[config.mk]
export PLATFORM = sky130hd
export DESIGN_NAME = hilo_divider
export DESIGN_NICKNAME = d
export VERILOG_FILES = /design/src/rtl/hilo_divider.sv
export SDC_FILE = /design/constraint.sdc
export NUM_CORES = 1
export LEC_CHECK = 0
export CAP_MARGIN = 20
export CORE_MARGIN = 8
export CORE_UTILIZATION = 56
export CTS_BUF_LIST = sky130_fd_sc_hd__clkbuf_16
export DETAILED_ROUTE_END_ITERATION = 10
export PLACE_DENSITY = 0.82
export SYNTH_ARGS = -nofsm -noshare
export SYNTH_HDL_FRONTEND = slang
export SYNTH_SLANG_ARGS = --single-unit
[constraint.sdc]
create_clock -name Clock -period 3.3 [get_ports Clock]
set_input_delay 0.495 -clock Clock [delete_from_list [all_inputs] [get_ports Clock]]
set_output_delay 0.495 -clock Clock [all_outputs]
set_load 0.01 [all_outputs]
[src/rtl/hilo_divider.sv]
// hilo_divider: multicycle radix-2 restoring divider that owns the HI/LO
// registers. It produces one quotient bit per clock, applies the result
// signs in a final fix-up cycle, and serves mfhi/mflo/mthi/mtlo traffic.
//
// Ports
//   Clock           rising-edge clock
//   Reset           synchronous, active-low
//   Start/Signed    issue div (Signed=1) or divu; sampled only when idle
//   A, B            dividend / divisor, sampled with Start
//   ReadHiLo        mfhi/mflo in EX this cycle
//   WriteHi/WriteLo mthi/mtlo strobes, WData is the write data
//   Hi, Lo          remainder / quotient registers
//   Busy            division in flight
//   Done            one-cycle pulse after Hi/Lo are updated by a division
//   DivZero         sticky flag: the last division had B=0
//   Stall           Busy & (ReadHiLo | WriteHi | WriteLo)
//
// Optional build macro DIV_EARLY_OUT_EN: when |B| > |A| the divide skips
// the iteration phase (quotient 0, remainder A). Results are identical.
//
// state | meaning
// IDLE  | accept Start and mthi/mtlo writes
// RUN   | WIDTH shift/subtract iterations
// FIX   | apply signs, write Hi/Lo, raise Done next cycle
module hilo_divider #(
   parameter int WIDTH = 32,
   parameter int CNT_W = 6
) (
   input  logic             Clock,
   input  logic             Reset,
   input  logic             Start,
   input  logic             Signed,
   input  logic [WIDTH-1:0] A,
   input  logic [WIDTH-1:0] B,
   input  logic             ReadHiLo,
   input  logic             WriteHi,
   input  logic             WriteLo,
   input  logic [WIDTH-1:0] WData,
   output logic [WIDTH-1:0] Hi,
   output logic [WIDTH-1:0] Lo,
   output logic             Busy,
   output logic             Done,
   output logic             DivZero,
   output logic             Stall
);

   typedef enum logic [1:0] {S_IDLE, S_RUN, S_FIX} state_t;

   state_t             state_q, state_d;
   logic [WIDTH:0]     rem_q, rem_d;
   logic [WIDTH-1:0]   quo_q, quo_d;
   logic [WIDTH:0]     div_q, div_d;
   logic [CNT_W-1:0]   cnt_q, cnt_d;
   logic               qneg_q, qneg_d;
   logic               rneg_q, rneg_d;
   logic               zero_q, zero_d;
   logic [WIDTH-1:0]   hi_q, hi_d;
   logic [WIDTH-1:0]   lo_q, lo_d;
   logic               done_q, done_d;
   logic               dz_q, dz_d;

   // Magnitudes are WIDTH+1 bits so that -2^(WIDTH-1) has a representable
   // absolute value.
   logic [WIDTH:0]     a_ext, b_ext, a_mag, b_mag;
   logic               b_zero, early_out;
   logic [WIDTH+1:0]   shifted;
   logic               no_borrow;
   logic [WIDTH-1:0]   q_fix, r_fix;

   assign a_ext  = {Signed & A[WIDTH-1], A};
   assign b_ext  = {Signed & B[WIDTH-1], B};
   assign a_mag  = a_ext[WIDTH] ? -a_ext : a_ext;
   assign b_mag  = b_ext[WIDTH] ? -b_ext : b_ext;
   assign b_zero = (B == '0);

`ifdef DIV_EARLY_OUT_EN
   assign early_out = (b_mag > a_mag);
`else
   assign early_out = 1'b0;
`endif

   assign shifted   = {rem_q, quo_q[WIDTH-1]};
   assign no_borrow = (shifted >= {1'b0, div_q});
   assign q_fix     = qneg_q ? -quo_q : quo_q;
   assign r_fix     = rneg_q ? -rem_q[WIDTH-1:0] : rem_q[WIDTH-1:0];

   // state and datapath registers
   always_ff @(posedge Clock) begin
      if (!Reset) begin
         state_q <= S_IDLE;
         rem_q   <= '0;
         quo_q   <= '0;
         div_q   <= '0;
         cnt_q   <= '0;
         qneg_q  <= 1'b0;
         rneg_q  <= 1'b0;
         zero_q  <= 1'b0;
         hi_q    <= '0;
         lo_q    <= '0;
         done_q  <= 1'b0;
         dz_q    <= 1'b0;
      end else begin
         state_q <= state_d;
         rem_q   <= rem_d;
         quo_q   <= quo_d;
         div_q   <= div_d;
         cnt_q   <= cnt_d;
         qneg_q  <= qneg_d;
         rneg_q  <= rneg_d;
         zero_q  <= zero_d;
         hi_q    <= hi_d;
         lo_q    <= lo_d;
         done_q  <= done_d;
         dz_q    <= dz_d;
      end
   end

   // next state
   always_comb begin
      state_d = state_q;
      unique case (state_q)
         S_IDLE:  if (Start) state_d = (b_zero | early_out) ? S_FIX : S_RUN;
         S_RUN:   if (cnt_q == CNT_W'(1)) state_d = S_FIX;
         S_FIX:   state_d = S_IDLE;
         default: state_d = S_IDLE;
      endcase
   end

   // datapath next values
   always_comb begin
      rem_d  = rem_q;
      quo_d  = quo_q;
      div_d  = div_q;
      cnt_d  = cnt_q;
      qneg_d = qneg_q;
      rneg_d = rneg_q;
      zero_d = zero_q;
      hi_d   = hi_q;
      lo_d   = lo_q;
      done_d = 1'b0;
      dz_d   = dz_q;
      unique case (state_q)
         S_IDLE: begin
            if (WriteHi) hi_d = WData;
            if (WriteLo) lo_d = WData;
            if (Start) begin
               div_d  = b_mag;
               qneg_d = (A[WIDTH-1] ^ B[WIDTH-1]) & Signed;
               rneg_d = A[WIDTH-1] & Signed;
               zero_d = b_zero;
               cnt_d  = CNT_W'(WIDTH);
               dz_d   = 1'b0;
               // Skipping the iterations: the remainder is |A| and the
               // sign fix-up in FIX turns it back into A.
               if (b_zero | early_out) begin
                  rem_d = a_mag;
                  quo_d = '0;
               end else begin
                  rem_d = '0;
                  quo_d = a_mag[WIDTH-1:0];
               end
            end
         end
         S_RUN: begin
            rem_d = no_borrow ? (WIDTH+1)'(shifted - {1'b0, div_q})
                              : shifted[WIDTH:0];
            quo_d = {quo_q[WIDTH-2:0], no_borrow};
            cnt_d = cnt_q - CNT_W'(1);
         end
         S_FIX: begin
            done_d = 1'b1;
            hi_d   = r_fix;
            if (zero_q) begin
               lo_d = '1;
               dz_d = 1'b1;
            end else begin
               lo_d = q_fix;
            end
         end
         default: ;
      endcase
   end

   // outputs
   always_comb begin
      Busy    = (state_q != S_IDLE);
      Stall   = Busy & (ReadHiLo | WriteHi | WriteLo);
      Hi      = hi_q;
      Lo      = lo_q;
      Done    = done_q;
      DivZero = dz_q;
   end

endmodule

==> metrics.txt <==
Num CTS Buffers 17; Leak 5.88 nW; total wire length 40400 microns; Slew @ Worst Pin 1.10 ns; Max-Cap Viols 0; CTS tree yes; Initial DRC Count 1352; Max Fanout on Critical Path 8; Core Region 0.0216 sq mm; EDFF count, synth 0; Switching Fraction 43.2%; non-filler instance count after layout 2092; FFs w/ async S/R, synth 0%; Pwr Density 676 mW/mm^2; Slowest-stage cell, CP dfxtp_2; Die Span Y 163 microns; startpoint type of the worst setup path flip-flop; worst min-delay path class reg2reg; die area 0.0267 sq mm; sequential fraction of the synthesis area 28.8%; Clock Skew 0.0113 ns; Via-to-Cell Ratio 6.23; CP endpoint kind flip-flop; RSZ-0062 raised after global routing no; NetSw 0.00449 W; count leader, synth nor2_1; critical-path cell list inv_2, ha_1, inv_1, fa_1, a21oi_1, o211ai_1, o211ai_1, a21o_1, a31o_2, buf_4, a211oi_2, nor2_1, buf_4, buf_4, a311oi_1, a21oi_1; Slew Limit Fails 0; DR vias 13033; GP Congestion 0.958; CTS sink cnt 175; CP arrival 3.45 ns; Avg Synthesized Cell Area 7.58 sq um; placed cell area 0.0147 sq mm; clk buf depth 2; grt total ovfl 0; Synth top area share 28.8%; CP peak stage delay 0.34 ns; status completed; Yosys cell types 78; fillers 1729; H-tree depth 4; Post-Syn Nets 1746; initial antenna violation count 0; # DRC 0; Die W 163 microns; Initial Utilization 56.4%; PortBufs 170; Placed Cells 2060; detail-routed net length per standard cell 19.3 microns; Syn Std Cell Area 0.0122 sq mm; clk_lat worst skew 0.44 ns; final setup fails 0; post-DP HPWL 30700 microns; most frequent cells after synthesis nor2_1, dfxtp_1, a21oi_1; P&R area growth vs syn 26.3%; cell taking the most area after synthesis dfxtp_1; crit path time final 3.13 ns; crit path kind reg2reg; clock-pin transition on the worst setup and hold timing paths 0.07 ns; max_slew headroom 26.7%; sequential power share 26.9%; CP required 3.61 ns; Yosys reg bits 175; root buffer cell clkbuf_16; final hold vios 0; VDD IR-drop max 0.000349 V; Total GRT Usage 29.6%; DR pass1 iterations 6; Most used DFF post-synth dfxtp_1; vias in the first global route 12215; cells after synthesis 1603; most used cell, CP buf_4; clock network power share 19.5%; I/O Pins 171; fin nets 1942; Post-CTS Setup Inserts 0; Fmax 319 MHz; final instance area 0.0153 sq mm; first-pass GRT wire length 64000 microns; Routed Antenna Nets 0; Synth area leaders dfxtp_1, a21oi_1, xor2_1; Comb power frac 53.7%; Yosys warning count 0; Int Pwr 0.00589 W; fraction of layout cells with a size suffix above 1 12.1%; Antenna diodes 0; standard-cell rows 54; largest net degree at the start of global routing 95; fin crit share 94.9%
[metal layers]
layer	vias to the layer above	track usage, %	part of all wire [%]
met5	-	0	0
met1	6016	37.6	42
met3	108	4.81	8.5
met4	0	12.8	3.7
met2	680	48.8	46
li1	6229	-	-
[per-stage QoR]
stage	setup WS [ns]	total power, W	TNS (ns)	util [%]	hold slack [ns]
2_1_floorplan	0.281	0.00624	0	-	0.428
3_3_place_gp	-0.364	0.00813	-2.47	68.2	0.438
3_5_place_dp	-0.236	0.00820	-2.91	68.2	0.448
4_1_cts	0.0209	0.0102	0	70.9	0.460
5_1_grt	0.00283	0.0110	0	71.2	0.478
6_report	0.169	0.0104	0	71.2	0.455
[cells in the final DEF (no fill, tap or decap), types with 28 or more instances in the layout]
cell / netlist / layout
nor2_1: 179 / 175
dfxtp_1: 175 / 174
clkdlybuf4s50_1: 0 / 169
a21oi_1: 158 / 157
o21ai_0: 133 / 132
nand2_1: 132 / 131
buf_4: 1 / 112
xor2_1: 81 / 81
a211oi_1: 74 / 74
xnor2_1: 64 / 64
inv_1: 57 / 57
ha_1: 39 / 39
a21o_1: 35 / 35
nor3_1: 32 / 32
o31ai_1: 28 / 28
[power by group through the flow]
| stage | Clock, W | Combinational, W | Sequential [W] |
|---|---|---|---|
| finish | 0.00202 | 0.00557 | 0.00279 |
| global route | 0.00211 | 0.00607 | 0.00282 |
| CTS | 0.00203 | 0.00544 | 0.00277 |
| detailed placement | 0 | 0.00538 | 0.00282 |
| global placement | 0 | 0.00532 | 0.00281 |
| floorplan | 0 | 0.00342 | 0.00282 |
[final timing paths]
path,start,end,slack (ns),depth (start not counted)
min,div_q[32],div_q[32],0.46,2
min reg2reg,div_q[32],div_q[32],0.46,2
max,quo_q[31],rem_q[5],0.17,16
max reg2reg,quo_q[31],rem_q[5],0.17,16
[logic make-up (layout without fill, tap and decap cells)]
logic type,count (synthesis),after routing,share of synthesized area [%]
fa+ha+maj,40,40,4.18
simple gates,484,484,19.2
flops,175,175,28.8
xor+xnor,145,145,10.4
compound gates,577,577,30.5
buf+inv,168,377,5.64
mux,14,14,1.17
[worst max-delay path: cells and delay by family, from the launching register on]
| kind | cells | cell delay, ns |
|---|---|---|
| AOI/OAI and AO/OA | 8 | 1.56 |
| buffers and inverters | 5 | 0.63 |
| adders and majority gates | 2 | 0.40 |
| DFF | 1 | 0.34 |
| and+or+nand+nor | 1 | 0.09 |
[area by class of cell]
| type | count | area (sq um) | area share (%) |
|---|---|---|---|
| Inverter | 58 | 218 | 1.42 |
| Timing Repair Buffer | 287 | 2640 | 17.2 |
| Sequential cell | 175 | 3500 | 22.8 |
| Tap cell | 280 | 350 | 2.28 |
| Multi-Input combinational cell | 1260 | 8060 | 52.5 |
| Clock inverter | 15 | 151 | 0.987 |
| Clock buffer | 17 | 425 | 2.77 |
[what timing repair did]
action | in CTS | in global routing
hold buffers | 0 | 0
gates resized for setup | 1 | 14
endpoints found under the setup margin | 1 | 28
pin swaps | 0 | 3
[flip-flops by register name (all words and copies together) (netlist names)]
name,cells
Done,1
DivZero,1
rem_q,33
rneg_q,1
quo_q,32
div_q,33
state_q,2
qneg_q,1
zero_q,1
Hi,32
cnt_q,6
Lo,32
Power figures use the tool's default switching activity.
==> variant (same settings) <==
The option `DIV_EARLY_OUT_EN` is turned on by a define.
--- a/src/rtl/hilo_divider.sv
+++ b/src/rtl/hilo_divider.sv
@@ -22,6 +22,8 @@
 // IDLE  | accept Start and mthi/mtlo writes
 // RUN   | WIDTH shift/subtract iterations
 // FIX   | apply signs, write Hi/Lo, raise Done next cycle
+`define DIV_EARLY_OUT_EN
+
 module hilo_divider #(
    parameter int WIDTH = 32,
    parameter int CNT_W = 6
Function: changed (a bounded check fails within 4 cycles, from zero or initial values and one cycle with Reset low).
==> variant against the original RTL <==
Clock skew rose by 6.4 ps; count of clock-buffer cells in the layout did not move; design area rose by 21%; utilization rose by 9.2 points; non-clock buffer count rose by 176; routed wire length rose by 40%; clock power rose by 3%; the flow now finishes with violations (setup timing); critical endpoint is now quo_q[14]; area after synthesis rose by 7.4%; worst setup slack got worse by 870 ps; sequential cell count did not move; register-to-register slack got worse by 40 ps; sequential share of layout area fell by 4.0 points; critical path depth did not move; total power rose by 16%.
==> variant: results (changes against the original RTL) <==
- Number of global-route vias before repair: 14989 (+23%)
- HPWL Detailed: 40800 µm (+33%)
- Mapped Nets: 1888 (+8.1%)
- Crit path arrival time: 4360 ps (+910 ps)
- Status: finished with violations
- Sw frac: 45.5% (+2.3 points)
- DR pass1 iterations: 8 (+2)
- Sequential area share after synthesis: 26.8% (-2.0 points)
- Slowest cell on the critical path: or4b_4
- Peak supply drop: 0.000381 V (+9.2%)
- Final setup fails: 66 (+66)
- Leak: 8.13 nW (+38%)
- Pin count of the biggest net entering global routing: 66 (-31%)
- Routability-driven placement congestion ratio: 0.994 (+3.7%)
- DRT iter0 DRCs: 2154 (+59%)
- Worst slack at placement: -1490 ps (-1260 ps)
- Failing checks: setup timing
- Global-route wire length before repair: 83300 µm (+30%)
- Met3 Use GR: 7.66% (+2.9 points)
- Synth area leaders: dfxtp_1 27%, ha_1 6.9%, a21oi_1 5.9%
- GR Util All Layers: 37.3% (+7.7 points)
- Top delay family on crit path: simple AND/OR/NAND/NOR gates
- Cell Area, Placed: 0.0170 mm² (+15%)
- GR Layer Usage met1: 43.8% (+6.1 points)
- Post-Syn Area per Cell: 7.62 µm² (+0.54%)
- Root buffer cell: clkbuf_16
- Clk_lat worst skew: 440 ps (about the same)
- NumNets Final: 2268 (+17%)
- Detailed Route WL: 56600 µm (+40%)
- Slew headroom: 32.0% (+5.3 points)
- Vias post-DR: 15547 (+19%)
- Routed vias/inst: 6.41 (+3.0%)
- Worst Skew: 17.6 ps (+6.36 ps)
- Worst setup margin: -698 ps (-868 ps)
- Post-synth top cells: 175 x dfxtp_1, 153 x a21oi_1, 152 x nor2_1
- Grt met2 use: 60.8% (+12 points)
- Share of cells above drive strength 1: 23.6% (+11 points)
==> variant: cell count changes after synthesis, moves of 25 or more <==
cell,before,now
a211oi_1,74,32
a221oi_1,15,51
ha_1,39,72
inv_1,57,93
nor2_1,179,152
nor2b_1,8,33
o211a_1,1,32
==> variant: metrics by stage <==
stage | TNS (ps) | hold WS (ps)
final | -37780 | 473
after global routing | -49160 | 493
after CTS | -27630 | 474
after detailed placement | -91920 | 464
after global placement | -87000 | 452
after floorplan | -33140 | 420
==> variant: power by group through the flow <==
| stage | Sequential [mW] | Clock [mW] | Combinational, mW |
|---|---|---|---|
| floorplan | 2.91 | 0 | 4.00 |
| global placement | 2.90 | 0 | 6.16 |
| detailed placement | 2.92 | 0 | 6.30 |
| CTS | 2.87 | 2.08 | 6.62 |
| global route | 2.94 | 2.18 | 7.44 |
| finish | 2.90 | 2.09 | 7.02 |
==> variant: path summary, 6_finish.rpt <==
path / from / to / slack, ps / depth (start not counted)
setup / recovery: B[18] / quo_q[14] / -700 / 16
hold / removal: Hi[31] / Hi[31] / 470 / 2
setup reg to reg: rem_q[14] / rem_q[30] / 130 / 10
hold reg to reg: Hi[31] / Hi[31] / 470 / 2
==> variant: final cells by class <==
type	instances	area, µm²
Multi-Input combinational cell	1341	9710
Fill cell	1609	4550
Timing Repair Buffer	463	4060
Sequential cell	175	3500
Clock buffer	17	425
Tap cell	319	399
Inverter	94	353
Clock inverter	15	190
==> variant: what timing repair did <==
action,4_1_cts,5_1_grt
cloned,5,0
gates resized for setup,134,57
endpoints found under the setup margin,66,67
buffers inserted,34,14
pin swaps,70,44
==> variant: cells by family (layout without fill, tap and decap cells) <==
| kind of cell | Yosys count | in the layout | synth area share, % |
|---|---|---|---|
| buf+inv | 196 | 589 | 5.79 |
| flops | 175 | 175 | 26.8 |
| fa+ha+maj | 73 | 73 | 7.06 |
| other cells | 2 | 2 | 0.0576 |
| xor+xnor | 141 | 141 | 9.46 |
| compound gates | 598 | 598 | 30.3 |
| simple gates | 511 | 511 | 19.2 |
| mux | 16 | 16 | 1.32 |
==> variant: worst min-delay path, stage by stage, from the launching register on <==
cell,delay [ps]
dfxtp_1,320
nand3_1,60
o31ai_1,60
==> variant: routing by layer <==
metal  wire [µm]  part of all wire, %
met1       21000                   37
met2       25800                   46
met3        5750                   10
met4        4120                  7.3
met5           0                    0
